===== src/rtl/mem_arb_pkg.sv =====
// Shared types and constants for the I/D block-fill memory arbiter.
package mem_arb_pkg;

    localparam int unsigned ADDR_W      = 16;
    localparam int unsigned DATA_W      = 16;
    localparam int unsigned BLOCK_WORDS = 8;
    localparam int unsigned WORD_IDX_W  = 3;
    localparam int unsigned BLK_OFF_W   = 4;
    localparam int unsigned BLK_W       = ADDR_W - BLK_OFF_W;

    localparam logic [WORD_IDX_W-1:0] LAST_WORD = WORD_IDX_W'(BLOCK_WORDS - 1);

    typedef enum logic [1:0] {
        ST_IDLE,
        ST_ISSUE,
        ST_WAIT
    } arb_state_e;

    typedef enum logic {
        SIDE_I,
        SIDE_D
    } side_e;

    // Byte address of word idx within block blk (words are 2 bytes).
    function automatic logic [ADDR_W-1:0] word_addr(input logic [BLK_W-1:0]      blk,
                                                    input logic [WORD_IDX_W-1:0] idx);
        return {blk, idx, 1'b0};
    endfunction

endpackage


===== src/rtl/mem_arbiter_if.sv =====
// Cache-side, store-side and memory-side signals of mem_arbiter grouped as one bundle.
interface mem_arbiter_if;
    import mem_arb_pkg::*;

    logic              i_req;
    logic [ADDR_W-1:0] i_addr;
    logic              d_req;
    logic [ADDR_W-1:0] d_addr;
    logic              i_busy;
    logic              d_busy;
    logic              i_rvalid;
    logic              d_rvalid;
    logic [2:0]        rword;
    logic [DATA_W-1:0] rdata;
    logic              i_done;
    logic              d_done;
    logic              wr_valid;
    logic [ADDR_W-1:0] wr_addr;
    logic [DATA_W-1:0] wr_data;
    logic              wr_ready;
    logic [ADDR_W-1:0] mem_addr;
    logic [DATA_W-1:0] mem_wdata;
    logic              mem_enable;
    logic              mem_wr;
    logic [DATA_W-1:0] mem_rdata;
    logic              mem_data_valid;

    modport slave (
        input  i_req, i_addr, d_req, d_addr,
        input  wr_valid, wr_addr, wr_data,
        input  mem_rdata, mem_data_valid,
        output i_busy, d_busy, i_rvalid, d_rvalid, rword, rdata, i_done, d_done,
        output wr_ready,
        output mem_addr, mem_wdata, mem_enable, mem_wr
    );

    modport master (
        output i_req, i_addr, d_req, d_addr,
        output wr_valid, wr_addr, wr_data,
        output mem_rdata, mem_data_valid,
        input  i_busy, d_busy, i_rvalid, d_rvalid, rword, rdata, i_done, d_done,
        input  wr_ready,
        input  mem_addr, mem_wdata, mem_enable, mem_wr
    );

endinterface


===== src/rtl/mem_arb_wbuf.sv =====
// Write-through store FIFO with per-entry 16-byte block match against both miss addresses.
module mem_arb_wbuf
    import mem_arb_pkg::*;
#(
    parameter int unsigned DEPTH = 4
) (
    input  logic              clk_i,
    input  logic              rst_i,
    input  logic              push_i,
    input  logic [ADDR_W-1:0] push_addr_i,
    input  logic [DATA_W-1:0] push_data_i,
    input  logic              pop_i,
    input  logic [BLK_W-1:0]  cmp_i_blk_i,
    input  logic [BLK_W-1:0]  cmp_d_blk_i,
    output logic              hit_i_o,
    output logic              hit_d_o,
    output logic [ADDR_W-1:0] head_addr_o,
    output logic [DATA_W-1:0] head_data_o,
    output logic              full_o,
    output logic              empty_o
);

    localparam int unsigned PTR_W = $clog2(DEPTH);
    localparam int unsigned CNT_W = PTR_W + 1;

    logic [ADDR_W-1:0] addr_q [DEPTH];
    logic [DATA_W-1:0] data_q [DEPTH];
    logic [DEPTH-1:0]  valid_q, valid_d;
    logic [PTR_W-1:0]  rd_ptr_q, rd_ptr_d;
    logic [PTR_W-1:0]  wr_ptr_q, wr_ptr_d;
    logic [CNT_W-1:0]  count_q, count_d;
    logic              do_push, do_pop;

    assign full_o  = (count_q == CNT_W'(DEPTH));
    assign empty_o = (count_q == '0);
    assign do_push = push_i & ~full_o;
    assign do_pop  = pop_i & ~empty_o;

    assign head_addr_o = addr_q[rd_ptr_q];
    assign head_data_o = data_q[rd_ptr_q];

    always_comb begin
        valid_d  = valid_q;
        rd_ptr_d = rd_ptr_q;
        wr_ptr_d = wr_ptr_q;
        count_d  = count_q;
        if (do_push) begin
            valid_d[wr_ptr_q] = 1'b1;
            wr_ptr_d          = wr_ptr_q + 1'b1;
        end
        if (do_pop) begin
            valid_d[rd_ptr_q] = 1'b0;
            rd_ptr_d          = rd_ptr_q + 1'b1;
        end
        case ({do_push, do_pop})
            2'b10:   count_d = count_q + 1'b1;
            2'b01:   count_d = count_q - 1'b1;
            default: count_d = count_q;
        endcase
    end

    // A store in the same block as a miss must reach memory before that block is fetched.
    always_comb begin
        hit_i_o = 1'b0;
        hit_d_o = 1'b0;
        for (int unsigned i = 0; i < DEPTH; i++) begin
            if (valid_q[i] && (addr_q[i][ADDR_W-1:BLK_OFF_W] == cmp_i_blk_i)) hit_i_o = 1'b1;
            if (valid_q[i] && (addr_q[i][ADDR_W-1:BLK_OFF_W] == cmp_d_blk_i)) hit_d_o = 1'b1;
        end
    end

    always_ff @(posedge clk_i) begin
        if (rst_i) begin
            valid_q  <= '0;
            rd_ptr_q <= '0;
            wr_ptr_q <= '0;
            count_q  <= '0;
        end else begin
            valid_q  <= valid_d;
            rd_ptr_q <= rd_ptr_d;
            wr_ptr_q <= wr_ptr_d;
            count_q  <= count_d;
        end
    end

    always_ff @(posedge clk_i) begin
        if (do_push) begin
            addr_q[wr_ptr_q] <= push_addr_i;
            data_q[wr_ptr_q] <= push_data_i;
        end
    end

endmodule


===== src/rtl/mem_arbiter.sv =====
// I/D cache block-fill arbiter in front of pipelined main memory, with store write buffer.
// Optional MEM_ARBITER_RR_EN: round-robin between I and D on contested grants.
module mem_arbiter
    import mem_arb_pkg::*;
#(
    parameter int unsigned MEM_LAT  = 4,
    parameter int unsigned WB_DEPTH = 4
) (
    input logic          clk,
    input logic          rst,
    mem_arbiter_if.slave bus
);

    arb_state_e                state_q, state_d;
    side_e                     side_q, side_d;
    side_e                     grant_side;
    logic [BLK_W-1:0]          base_q, base_d;
    logic [WORD_IDX_W-1:0]     issue_cnt_q, issue_cnt_d;
    logic [WORD_IDX_W-1:0]     ret_cnt_q, ret_cnt_d;
    logic [MEM_LAT-1:0]        tag_q;
`ifdef MEM_ARBITER_RR_EN
    side_e                     last_q, last_d;
`endif

    logic                      i_elig, d_elig;
    logic                      read_issue, ret_valid, fill_done;
    logic                      hit_i, hit_d, wb_full, wb_empty, wb_push, wb_pop;
    logic [ADDR_W-1:0]         head_addr;
    logic [DATA_W-1:0]         head_data;
    logic                      mem_en, mem_we;
    logic [ADDR_W-1:0]         mem_a;
    logic [DATA_W-1:0]         mem_wd;

    assign wb_push = bus.wr_valid & ~wb_full;

    mem_arb_wbuf #(
        .DEPTH (WB_DEPTH)
    ) u_wbuf (
        .clk_i       (clk),
        .rst_i       (rst),
        .push_i      (wb_push),
        .push_addr_i (bus.wr_addr),
        .push_data_i (bus.wr_data),
        .pop_i       (wb_pop),
        .cmp_i_blk_i (bus.i_addr[ADDR_W-1:BLK_OFF_W]),
        .cmp_d_blk_i (bus.d_addr[ADDR_W-1:BLK_OFF_W]),
        .hit_i_o     (hit_i),
        .hit_d_o     (hit_d),
        .head_addr_o (head_addr),
        .head_data_o (head_data),
        .full_o      (wb_full),
        .empty_o     (wb_empty)
    );

    assign i_elig = bus.i_req & ~hit_i;
    assign d_elig = bus.d_req & ~hit_d;

`ifdef MEM_ARBITER_RR_EN
    always_comb begin
        if (i_elig && d_elig) grant_side = (last_q == SIDE_D) ? SIDE_I : SIDE_D;
        else                  grant_side = d_elig ? SIDE_D : SIDE_I;
    end
`else
    assign grant_side = d_elig ? SIDE_D : SIDE_I;
`endif

    // The tag pipe marks which return slots belong to reads of the current fill,
    // so returns still in flight across a reset are never accepted.
    assign read_issue = (state_q == ST_ISSUE);
    assign ret_valid  = bus.mem_data_valid & tag_q[MEM_LAT-1] & (state_q != ST_IDLE);
    assign fill_done  = ret_valid & (ret_cnt_q == LAST_WORD);

    always_comb begin
        state_d     = state_q;
        side_d      = side_q;
        base_d      = base_q;
        issue_cnt_d = issue_cnt_q;
        ret_cnt_d   = ret_cnt_q;
        mem_en      = 1'b0;
        mem_we      = 1'b0;
        mem_a       = '0;
        mem_wd      = '0;
        wb_pop      = 1'b0;
`ifdef MEM_ARBITER_RR_EN
        last_d      = last_q;
`endif
        case (state_q)
            ST_IDLE: begin
                if (i_elig || d_elig) begin
                    state_d     = ST_ISSUE;
                    side_d      = grant_side;
                    base_d      = (grant_side == SIDE_D) ? bus.d_addr[ADDR_W-1:BLK_OFF_W]
                                                         : bus.i_addr[ADDR_W-1:BLK_OFF_W];
                    issue_cnt_d = '0;
                    ret_cnt_d   = '0;
`ifdef MEM_ARBITER_RR_EN
                    if (i_elig && d_elig) last_d = grant_side;
`endif
                end else if (!wb_empty) begin
                    mem_en = 1'b1;
                    mem_we = 1'b1;
                    mem_a  = head_addr;
                    mem_wd = head_data;
                    wb_pop = 1'b1;
                end
            end
            ST_ISSUE: begin
                mem_en      = 1'b1;
                mem_a       = word_addr(base_q, issue_cnt_q);
                issue_cnt_d = issue_cnt_q + 1'b1;
                if (issue_cnt_q == LAST_WORD) state_d = ST_WAIT;
            end
            ST_WAIT: begin
                if (fill_done) state_d = ST_IDLE;
            end
            default: state_d = ST_IDLE;
        endcase
        if (ret_valid) ret_cnt_d = ret_cnt_q + 1'b1;
    end

    always_ff @(posedge clk) begin
        if (rst) begin
            state_q     <= ST_IDLE;
            side_q      <= SIDE_D;
            base_q      <= '0;
            issue_cnt_q <= '0;
            ret_cnt_q   <= '0;
            tag_q       <= '0;
`ifdef MEM_ARBITER_RR_EN
            last_q      <= SIDE_I;
`endif
        end else begin
            state_q     <= state_d;
            side_q      <= side_d;
            base_q      <= base_d;
            issue_cnt_q <= issue_cnt_d;
            ret_cnt_q   <= ret_cnt_d;
            tag_q[0]    <= read_issue;
            for (int unsigned i = 1; i < MEM_LAT; i++) tag_q[i] <= tag_q[i-1];
`ifdef MEM_ARBITER_RR_EN
            last_q      <= last_d;
`endif
        end
    end

    assign bus.i_busy     = (state_q != ST_IDLE) && (side_q == SIDE_I);
    assign bus.d_busy     = (state_q != ST_IDLE) && (side_q == SIDE_D);
    assign bus.i_rvalid   = ret_valid && (side_q == SIDE_I);
    assign bus.d_rvalid   = ret_valid && (side_q == SIDE_D);
    assign bus.i_done     = fill_done && (side_q == SIDE_I);
    assign bus.d_done     = fill_done && (side_q == SIDE_D);
    assign bus.rword      = ret_cnt_q;
    assign bus.rdata      = bus.mem_rdata;
    assign bus.wr_ready   = ~wb_full;
    assign bus.mem_enable = mem_en;
    assign bus.mem_wr     = mem_we;
    assign bus.mem_addr   = mem_a;
    assign bus.mem_wdata  = mem_wd;

endmodule


===== src/flat_wrapper.sv =====
// flat-port wrapper written by rule: the top's interface ports become plain ports
module mem_arbiter_flat import mem_arb_pkg::*;
#(
    parameter int unsigned MEM_LAT  = 4,
    parameter int unsigned WB_DEPTH = 4
)
  (clk, rst, bus_i_req, bus_i_addr, bus_d_req, bus_d_addr, bus_wr_valid, bus_wr_addr, bus_wr_data, bus_mem_rdata, bus_mem_data_valid, bus_i_busy, bus_d_busy, bus_i_rvalid, bus_d_rvalid, bus_rword, bus_rdata, bus_i_done, bus_d_done, bus_wr_ready, bus_mem_addr, bus_mem_wdata, bus_mem_enable, bus_mem_wr);
  mem_arbiter_if bus_i ();
  input logic clk;
  input logic rst;
  input wire logic [$bits(bus_i.i_req)-1:0] bus_i_req;
  input wire logic [$bits(bus_i.i_addr)-1:0] bus_i_addr;
  input wire logic [$bits(bus_i.d_req)-1:0] bus_d_req;
  input wire logic [$bits(bus_i.d_addr)-1:0] bus_d_addr;
  input wire logic [$bits(bus_i.wr_valid)-1:0] bus_wr_valid;
  input wire logic [$bits(bus_i.wr_addr)-1:0] bus_wr_addr;
  input wire logic [$bits(bus_i.wr_data)-1:0] bus_wr_data;
  input wire logic [$bits(bus_i.mem_rdata)-1:0] bus_mem_rdata;
  input wire logic [$bits(bus_i.mem_data_valid)-1:0] bus_mem_data_valid;
  output wire logic [$bits(bus_i.i_busy)-1:0] bus_i_busy;
  output wire logic [$bits(bus_i.d_busy)-1:0] bus_d_busy;
  output wire logic [$bits(bus_i.i_rvalid)-1:0] bus_i_rvalid;
  output wire logic [$bits(bus_i.d_rvalid)-1:0] bus_d_rvalid;
  output wire logic [$bits(bus_i.rword)-1:0] bus_rword;
  output wire logic [$bits(bus_i.rdata)-1:0] bus_rdata;
  output wire logic [$bits(bus_i.i_done)-1:0] bus_i_done;
  output wire logic [$bits(bus_i.d_done)-1:0] bus_d_done;
  output wire logic [$bits(bus_i.wr_ready)-1:0] bus_wr_ready;
  output wire logic [$bits(bus_i.mem_addr)-1:0] bus_mem_addr;
  output wire logic [$bits(bus_i.mem_wdata)-1:0] bus_mem_wdata;
  output wire logic [$bits(bus_i.mem_enable)-1:0] bus_mem_enable;
  output wire logic [$bits(bus_i.mem_wr)-1:0] bus_mem_wr;
  assign bus_i.i_req = bus_i_req;
  assign bus_i.i_addr = bus_i_addr;
  assign bus_i.d_req = bus_d_req;
  assign bus_i.d_addr = bus_d_addr;
  assign bus_i.wr_valid = bus_wr_valid;
  assign bus_i.wr_addr = bus_wr_addr;
  assign bus_i.wr_data = bus_wr_data;
  assign bus_i.mem_rdata = bus_mem_rdata;
  assign bus_i.mem_data_valid = bus_mem_data_valid;
  assign bus_i_busy = bus_i.i_busy;
  assign bus_d_busy = bus_i.d_busy;
  assign bus_i_rvalid = bus_i.i_rvalid;
  assign bus_d_rvalid = bus_i.d_rvalid;
  assign bus_rword = bus_i.rword;
  assign bus_rdata = bus_i.rdata;
  assign bus_i_done = bus_i.i_done;
  assign bus_d_done = bus_i.d_done;
  assign bus_wr_ready = bus_i.wr_ready;
  assign bus_mem_addr = bus_i.mem_addr;
  assign bus_mem_wdata = bus_i.mem_wdata;
  assign bus_mem_enable = bus_i.mem_enable;
  assign bus_mem_wr = bus_i.mem_wr;
  mem_arbiter #(.MEM_LAT(MEM_LAT), .WB_DEPTH(WB_DEPTH)) u_core (.clk(clk), .rst(rst), .bus(bus_i));
endmodule

===== config.mk =====
export PLATFORM = sky130hd
export DESIGN_NAME = mem_arbiter_flat
export DESIGN_NICKNAME = d
export VERILOG_FILES = /design/src/rtl/mem_arb_pkg.sv /design/src/rtl/mem_arbiter_if.sv /design/src/rtl/mem_arb_wbuf.sv /design/src/rtl/mem_arbiter.sv /design/src/flat_wrapper.sv
export SDC_FILE = /design/constraint.sdc
export NUM_CORES = 1
export LEC_CHECK = 0
export CAP_MARGIN = 25
export CORE_ASPECT_RATIO = 2
export CORE_MARGIN = 5
export CORE_UTILIZATION = 45
export CTS_CLUSTER_DIAMETER = 80
export CTS_CLUSTER_SIZE = 30
export DETAILED_ROUTE_END_ITERATION = 12
export GPL_ROUTABILITY_DRIVEN = 1
export PLACE_DENSITY = 0.74
export SLEW_MARGIN = 20
export SYNTH_ARGS = -nofsm -noshare
export SYNTH_HDL_FRONTEND = slang
export SYNTH_SLANG_ARGS = --single-unit

===== constraint.sdc =====
create_clock -name clk -period 3.65 [get_ports clk]
set_input_delay 0.365 -clock clk [delete_from_list [all_inputs] [get_ports clk]]
set_output_delay 0.365 -clock clk [all_outputs]
set_load 0.01 [all_outputs]

==> reports/summary.json, run 1 <==
{
  "outcome": {
    "result_of_the_run": "complete, no violations"
  },
  "floorplan": {
    "vertical_die_dimension_um": 198,
    "fp.dieArea_mm2": 0.0207,
    "placeableCoreArea_mm2": 0.0176,
    "die_width_um": 104,
    "floorplan.rows": 69,
    "initial_utilization": 0.453,
    "ios": 146
  },
  "clock_tree": {
    "cts.sinks": 166,
    "cts_hold_buffers": 0,
    "cts-root-buf": "clkbuf_16",
    "buffer_levels_on_the_longest_clock_path": 2,
    "tritoncts.num_buffers": 17,
    "clk_pin_slew_worst_paths_ps": 70,
    "clock_tree.htree_level_count": 4,
    "clk_latency_ps": 420,
    "cts_tree": "built"
  },
  "hold_path": {
    "timing.hold.worst_endpoint": "u_core.base_q[9]",
    "min-delay-start": "bus_d_addr[13]",
    "hold_depth": 3,
    "min-delay-path-class": "in -> reg"
  },
  "flow_run": {
    "max_cap_viol_count": 0
  },
  "logic_synthesis": {
    "synth-async-reset-ratio": 0,
    "synth_seq_cells": 166,
    "syn_area_per_cell_um2": 13.8,
    "postSynthCellCount": 579,
    "net_count_of_the_mapped_netlist": 679,
    "synth_enable_flop_cells": 128,
    "synth.cell_area_mm2": 0.00798,
    "ys_dominant_reg_cell": "edfxtp_1",
    "yosysUniqueCellTypes": 38,
    "yosysWarningCount": 0,
    "ys_seq_area_frac": 0.577
  },
  "worst_setup_path": {
    "r2r-start": "u_core.u_wbuf.addr_q[3][5]",
    "worstRegToRegCells": 12,
    "register_to_register_setup_slack_ps": 460,
    "worstPathMaxFanout": 15,
    "critical_path_required_ps": 3280,
    "critPathMaxStageDelay_ps": 550,
    "timing.critical_path.from_type": "input port",
    "setup.worst_path.end_class": "output pin",
    "crit_chain": "clkdlybuf4s50_1 -> buf_4 -> xnor2_2 -> nand4_1 -> nor4_1 -> nor4_1 -> a31o_2 -> nor3_4 -> buf_6 -> clkdlybuf4s50_1",
    "r2r-end": "u_core.u_wbuf.count_q[2]",
    "criticalPathCategory": "in -> out",
    "crit_slowest_cell": "clkdlybuf4s50_1",
    "critical_path_arrival_ps": 3120
  },
  "placement": {
    "dpl.hpwl_um": 13400,
    "place_ws_ps": -26.2,
    "buffer_ports.inserted": 105,
    "globalplace.congestion": 0.906
  },
  "routing": {
    "first_iter_violations": 253,
    "drc": 0,
    "wl_per_cell_um": 21.0,
    "detail_route.vias_per_cell": 5.47,
    "first_pass_iters": 5,
    "vias": 4921,
    "drtAntennaViolNets": 0,
    "wl_um": 18900
  },
  "final_layout": {
    "antennaDiodeCount": 0,
    "mostFrequentLayoutCell": "edfxtp_1",
    "layout_common_cells": "128 x edfxtp_1, 76 x xnor2_1, 71 x clkdlybuf4s50_1",
    "drive_gt1_frac": 0.173,
    "finalNetCount": 774,
    "syn_to_final_growth_pct": 25.3
  },
  "sta": {
    "slew_headroom": 0.341,
    "post-route-period-util": 0.953,
    "setup_viol": 0,
    "timing.final.hold_violations": 0,
    "setup_repair_after_global_routing_missed_its_margin": "false",
    "totalNegativeSetupSlack_ps": 0,
    "post-route-worst-setup-slack_ps": 170,
    "maxClockFrequency_mhz": 287,
    "skew_ps": 9.71,
    "final.min_clock_period_ps": 3480,
    "timing.final.max_slew_violations": 0,
    "worst-slew-pin-transition_ps": 988
  },
  "pwr": {
    "power_density_mw_per_mm2": 473,
    "leakage_uw": 0.00393,
    "worst_ir_drop_vdd_mv": 0.350
  },
  "global_routing": {
    "grt_usage": 0.185,
    "first_global_vias": 5309,
    "number_of_antenna_violations_at_the_first_check_in_global_routing": 0,
    "grt_start_max_net_pins": 34,
    "globalRoute.totalOverflow": 0,
    "grt_first_pass_wirelength_um": 29500
  }
}
==> cells in the mapped netlist, types with 14 or more instances <==
library cell,instances,share of area
a22o_1,15,0.016
edfxtp_1,128,0.48
a21oi_1,24,0.015
xnor2_1,79,0.087
clkbuf_1,36,0.017
a211oi_1,16,0.015
buf_4,17,0.016
and2_1,26,0.020
dfxtp_1,38,0.095
nor2_1,20,0.0094
mux4_2,32,0.090
xor2_1,20,0.022
nand4_1,14,0.011
==> kinds of logic (layout without fill, tap and decap cells) <==
| logic type | Yosys count | in the layout | synth area share |
|---|---|---|---|
| compound gates | 67 | 67 | 0.0604 |
| xor+xnor | 99 | 99 | 0.109 |
| fa+ha+maj | 14 | 14 | 0.0229 |
| buf+inv | 73 | 181 | 0.0439 |
| flops | 166 | 166 | 0.577 |
| mux | 47 | 47 | 0.109 |
| simple gates | 113 | 113 | 0.0776 |
==> what timing repair did <==
| item | 4_1_cts | 5_1_grt |
|---|---|---|
| pin swaps | 1 | 2 |
| setup endpoints to repair | 33 | 34 |
| resized for setup | 5 | 38 |
| buffers inserted | 0 | 3 |
==> registers in the layout, indices dropped and copies added, names as in the netlist, 3 cells and up, named ones only <==
register               count
u_core.u_wbuf.addr_q      64
u_core.u_wbuf.data_q      64
u_core.base_q             12
u_core.tag_q               4
u_core.u_wbuf.valid_q      4
u_core.bus.rword           3
u_core.issue_cnt_q         3
u_core.u_wbuf.count_q      3
==> layer usage <==
| metal | share of wire | GRT usage | up-vias |
|---|---|---|---|
| met3 | 0.049 | 0.0427 | 25 |
| met4 | 0.021 | 0.0620 | 0 |
| met1 | 0.43 | 0.238 | 2437 |
| li1 | - | - | 2302 |
| met5 | 0 | 0 | - |
| met2 | 0.50 | 0.309 | 157 |
==> metrics by stage <==
| stage | cells | total power [uW] | hold slack, ps | util | area (um^2) |
|---|---|---|---|---|---|
| after global routing | 900 | 4910 | 441 | 0.568 | 10000 |
| after CTS | 897 | 4770 | 448 | 0.561 | 9870 |
| final | 900 | 4730 | 436 | 0.568 | 10000 |
| after detailed placement | 865 | 2920 | 433 | 0.524 | 9230 |
| after global placement | 865 | 2900 | 422 | 0.524 | 9230 |
| after floorplan | 579 | 2650 | 414 | - | 7980 |
==> worst max path at each step <==
stage	start	to	slack, ps	cells past startpoint
6_report	bus_i_addr[13]	bus_mem_wr	170	10
5_1_grt	u_core.u_wbuf.addr_q[1][10]	bus_mem_wr	20	8
4_1_cts	u_core.u_wbuf.addr_q[0][6]	bus_mem_wdata[10]	-7	10
3_5_place_dp	bus_i_addr[14]	u_core.u_wbuf.count_q[2]	-30	14
3_3_place_gp	bus_i_addr[14]	bus_mem_wdata[5]	-20	11
2_1_floorplan	bus_d_addr[10]	u_core.u_wbuf.count_q[2]	490	14
==> final cells by class <==
class	instances	area, um^2
timing repair buffer	140	1410
multi-input combinational	340	3070
sequential	166	4610
fill	1438	7610
tap	213	267
clock buffer	17	425
inverter	9	33.8
clock inverter	15	185
==> critical path: cells and delay by family <==
| kind | cells | cell delay, ps |
|---|---|---|
| compound gates | 1 | 290 |
| xor+xnor | 1 | 180 |
| buf+inv | 4 | 1490 |
| simple gates | 4 | 790 |
==> power breakdown <==
group          switching, uW  internal [uW]
clock                    814           1040
combinational            323            324
sequential              70.2           2160
No activity file was read; power rests on OpenSTA's default activity.
==> inputs of run 2 (changes only) <==
--- a/config.mk
+++ b/config.mk
@@ -9,6 +9,7 @@
 export CORE_ASPECT_RATIO = 2
 export CORE_MARGIN = 5
 export CORE_UTILIZATION = 45
+export CTS_BUF_LIST = sky130_fd_sc_hd__clkbuf_8
 export CTS_CLUSTER_DIAMETER = 80
 export CTS_CLUSTER_SIZE = 30
 export DETAILED_ROUTE_END_ITERATION = 12
==> run 2 against run 1 <==
Effect of this change:
- die area stayed put
- worst setup slack gained 41 ps
- critical path type unchanged
- highest routed layer unchanged
- maximum frequency rose by 1.2%
- combinational power about the same
- largest cell class unchanged
- largest power group unchanged
==> reports/summary.json, run 2 (synthesis results as in run 1) <==
{
  "outcome": {
    "result_of_the_run": {"value": "complete, no violations", "change": "unchanged"}
  },
  "hold_path": {
    "min-delay-path-class": {"value": "reg -> reg", "change": "was in -> reg"}
  },
  "sta": {
    "setup_viol": {"value": 0, "change": "unchanged"},
    "maxClockFrequency": {"value": 291, "unit": "MHz", "change": "was 287 MHz"},
    "final.min_clock_period": {"value": 3440, "unit": "ps", "change": "was 3480 ps"},
    "worst-slew-pin-transition": {"value": 990, "unit": "ps", "change": "was 988 ps"},
    "skew": {"value": 16.1, "unit": "ps", "change": "was 9.71 ps"},
    "slew_headroom": {"value": 0.340, "change": "was 0.341"},
    "setup_repair_after_global_routing_missed_its_margin": {"value": "false", "change": "unchanged"},
    "timing.final.max_slew_violations": {"value": 0, "change": "unchanged"},
    "post-route-period-util": {"value": 0.942, "change": "was 0.953"},
    "timing.final.hold_violations": {"value": 0, "change": "unchanged"}
  },
  "routing": {
    "first_iter_violations": {"value": 291, "change": "was 253"},
    "drtAntennaViolNets": {"value": 0, "change": "unchanged"},
    "wl": {"value": 18800, "unit": "um", "change": "was 18900 um"},
    "wl_per_cell": {"value": 20.7, "unit": "um", "change": "was 21.0 um"},
    "vias": {"value": 4958, "change": "was 4921"},
    "detail_route.vias_per_cell": {"value": 5.48, "change": "was 5.47"},
    "drc": {"value": 0, "change": "unchanged"},
    "first_pass_iters": {"value": 4, "change": "was 5"}
  },
  "final_layout": {
    "finalNetCount": {"value": 779, "change": "was 774"},
    "antennaDiodeCount": {"value": 0, "change": "unchanged"},
    "final.fill_count": {"value": 1482, "change": "was 1438"},
    "mostFrequentLayoutCell": {"value": "edfxtp_1", "change": "unchanged"},
    "stdcell_count": {"value": 905, "change": "was 900"},
    "drive_gt1_frac": {"value": 0.178, "change": "was 0.173"},
    "syn_to_final_growth": {"value": 22.3, "unit": "%", "change": "was 25.3%"},
    "biggestRegsByFlops": {"value": "u_core.u_wbuf.addr_q x64, u_core.u_wbuf.data_q x64, u_core.base_q x12", "change": "unchanged"},
    "layout_common_cells": {"value": "128 x edfxtp_1, 76 x xnor2_1, 71 x clkdlybuf4s50_1", "change": "unchanged"},
    "final_core_density": {"value": 0.554, "change": "was 0.568"}
  },
  "floorplan": {
    "die_width": {"value": 104, "unit": "um", "change": "unchanged"},
    "vertical_die_dimension": {"value": 198, "unit": "um", "change": "unchanged"},
    "placeableCoreArea": {"value": 0.0176, "unit": "mm^2", "change": "unchanged"},
    "ios": {"value": 146, "change": "unchanged"},
    "floorplan.rows": {"value": 69, "change": "unchanged"},
    "initial_utilization": {"value": 0.453, "change": "unchanged"},
    "fp.dieArea": {"value": 0.0207, "unit": "mm^2", "change": "unchanged"}
  },
  "flow_run": {
    "max_cap_viol_count": {"value": 0, "change": "unchanged"}
  },
  "worst_setup_path": {
    "critPathMaxStageDelay": {"value": 520, "unit": "ps", "change": "was 550 ps"},
    "r2r-start": {"value": "u_core.u_wbuf.addr_q[1][13]", "change": "was u_core.u_wbuf.addr_q[3][5]"},
    "crit_slowest_cell": {"value": "clkdlybuf4s50_1", "change": "unchanged"},
    "timing.critical_path.from_type": {"value": "input port", "change": "unchanged"},
    "critical_path_required": {"value": 3280, "unit": "ps", "change": "about the same"},
    "setup.worst_path.end_class": {"value": "output pin", "change": "unchanged"},
    "critical_path.top_delay_family": {"value": "buffers and inverters", "change": "unchanged"},
    "register_to_register_setup_slack": {"value": 400, "unit": "ps", "change": "was 460 ps"},
    "crit_chain": {"value": "clkdlybuf4s50_1 -> buf_4 -> xnor2_1 -> nand4_1 -> nor4_1 -> nor4_1 -> a31o_2 -> nor3_4 -> buf_4 -> buf_6 -> a22o_1 -> dlygate4sd2_1", "change": "was clkdlybuf4s50_1 -> buf_4 -> xnor2_2 -> nand4_1 -> nor4_1 -> nor4_1 -> a31o_2 -> nor3_4 -> buf_6 -> clkdlybuf4s50_1"},
    "worstPathMaxFanout": {"value": 12, "change": "was 15"},
    "timing.critical_path.to": {"value": "bus_mem_addr[13]", "change": "was bus_mem_wr"},
    "criticalPathCategory": {"value": "in -> out", "change": "unchanged"},
    "worstSetupStartpoint": {"value": "bus_i_addr[13]", "change": "unchanged"},
    "r2r-end": {"value": "u_core.u_wbuf.count_q[2]", "change": "unchanged"},
    "worstRegToRegCells": {"value": 13, "change": "was 12"},
    "worstPathBufferInverterCount": {"value": 5, "change": "was 4"},
    "worst-path-stages": {"value": 12, "change": "was 10"},
    "critical_path_arrival": {"value": 3070, "unit": "ps", "change": "was 3120 ps"}
  },
  "clock_tree": {
    "cts-root-buf": {"value": "clkbuf_8", "change": "was clkbuf_16"},
    "clk_pin_slew_worst_paths": {"value": 100, "unit": "ps", "change": "was 70 ps"},
    "cts.sinks": {"value": 166, "change": "unchanged"},
    "cts_tree": {"value": "built", "change": "unchanged"},
    "buffer_levels_on_the_longest_clock_path": {"value": 2, "change": "unchanged"},
    "cts_hold_buffers": {"value": 0, "change": "unchanged"},
    "clk_latency": {"value": 460, "unit": "ps", "change": "was 420 ps"},
    "tritoncts.num_buffers": {"value": 17, "change": "unchanged"},
    "clock_tree.htree_level_count": {"value": 4, "change": "unchanged"}
  },
  "global_routing": {
    "grt_usage": {"value": 0.187, "change": "was 0.185"},
    "number_of_antenna_violations_at_the_first_check_in_global_routing": {"value": 0, "change": "unchanged"},
    "grt_start_max_net_pins": {"value": 34, "change": "unchanged"},
    "first_global_vias": {"value": 5313, "change": "was 5309"},
    "grt_first_pass_wirelength": {"value": 29600, "unit": "um", "change": "was 29500 um"},
    "globalRoute.totalOverflow": {"value": 0, "change": "unchanged"}
  },
  "placement": {
    "buffer_ports.inserted": {"value": 105, "change": "unchanged"},
    "globalplace.congestion": {"value": 0.906, "change": "unchanged"},
    "cell_count_after_placement": {"value": 865, "change": "unchanged"},
    "dpl.hpwl": {"value": 13400, "unit": "um", "change": "unchanged"}
  },
  "pwr": {
    "worst_ir_drop_vdd": {"value": 0.355, "unit": "mV", "change": "was 0.350 mV"},
    "power_density": {"value": 437, "unit": "mW/mm^2", "change": "was 473 mW/mm^2"},
    "leakage": {"value": 0.00359, "unit": "uW", "change": "was 0.00393 uW"}
  }
}
==> run 2: changes by cell type in the layout (fill, tap and decap cells not counted), moves of 4 or more <==
cell,before,now
buf_4,32,36
clkbuf_16,17,0
clkbuf_8,0,17
dlygate4sd2_1,0,22
dlymetal6s2s_1,34,12
==> run 2: where the power goes <==
| group | internal, uW | switching, uW |
|---|---|---|
| Combinational | 322 | 323 |
| Clock | 641 | 754 |
| Sequential | 2150 | 69.0 |
==> run 2: layer usage <==
| metal | wire length, um | track usage | vias to the layer above |
|---|---|---|---|
| li1 | - | - | 2309 |
| met1 | 7840 | 0.238 | 2454 |
| met4 | 425 | 0.0648 | 0 |
| met5 | 0 | 0 | - |
| met3 | 1170 | 0.0447 | 30 |
| met2 | 9340 | 0.312 | 165 |
==> run 2: stage by stage <==
stage	hold slack, ps	setup WS [ps]	power (uW)	cell area [um^2]	TNS (ps)
global placement	422	-15.7	2900	9230	-37.4
CTS	445	0.0258	4310	9710	0
detailed placement	433	-26.2	2920	9230	-139
finish	445	211	4260	9760	0
global route	474	66.6	4450	9760	0
floorplan	414	494	2650	7980	0
==> run 2: worst min-delay path by stage <==
stage / startpoint / end / slack [ps] / depth (start not counted)
after floorplan: u_core.tag_q[0] / u_core.tag_q[1] / 410 / 1
after global placement: u_core.tag_q[2] / u_core.tag_q[3] / 420 / 1
after detailed placement: u_core.tag_q[0] / u_core.tag_q[1] / 430 / 1
after CTS: u_core.tag_q[0] / u_core.tag_q[1] / 450 / 1
after global routing: u_core.tag_q[1] / u_core.tag_q[2] / 470 / 1
final: u_core.tag_q[0] / u_core.tag_q[1] / 450 / 1
==> run 2: final cells by class <==
cell class / instances / area (um^2) / area share
clock buffers: 17 / 234 / 0.0240
clock inverters: 15 / 185 / 0.0190
inverters: 9 / 33.8 / 0.00346
multi-input cells: 340 / 3070 / 0.314
flip-flops and latches: 166 / 4610 / 0.472
well taps: 213 / 267 / 0.0273
repair buffers: 145 / 1370 / 0.140
==> run 2: timing repair <==
item	in CTS	in global routing
setup buffers	5	2
resized for setup	31	13
gates cloned	1	0
pin swaps	2	1
endpoints found under the setup margin	34	12
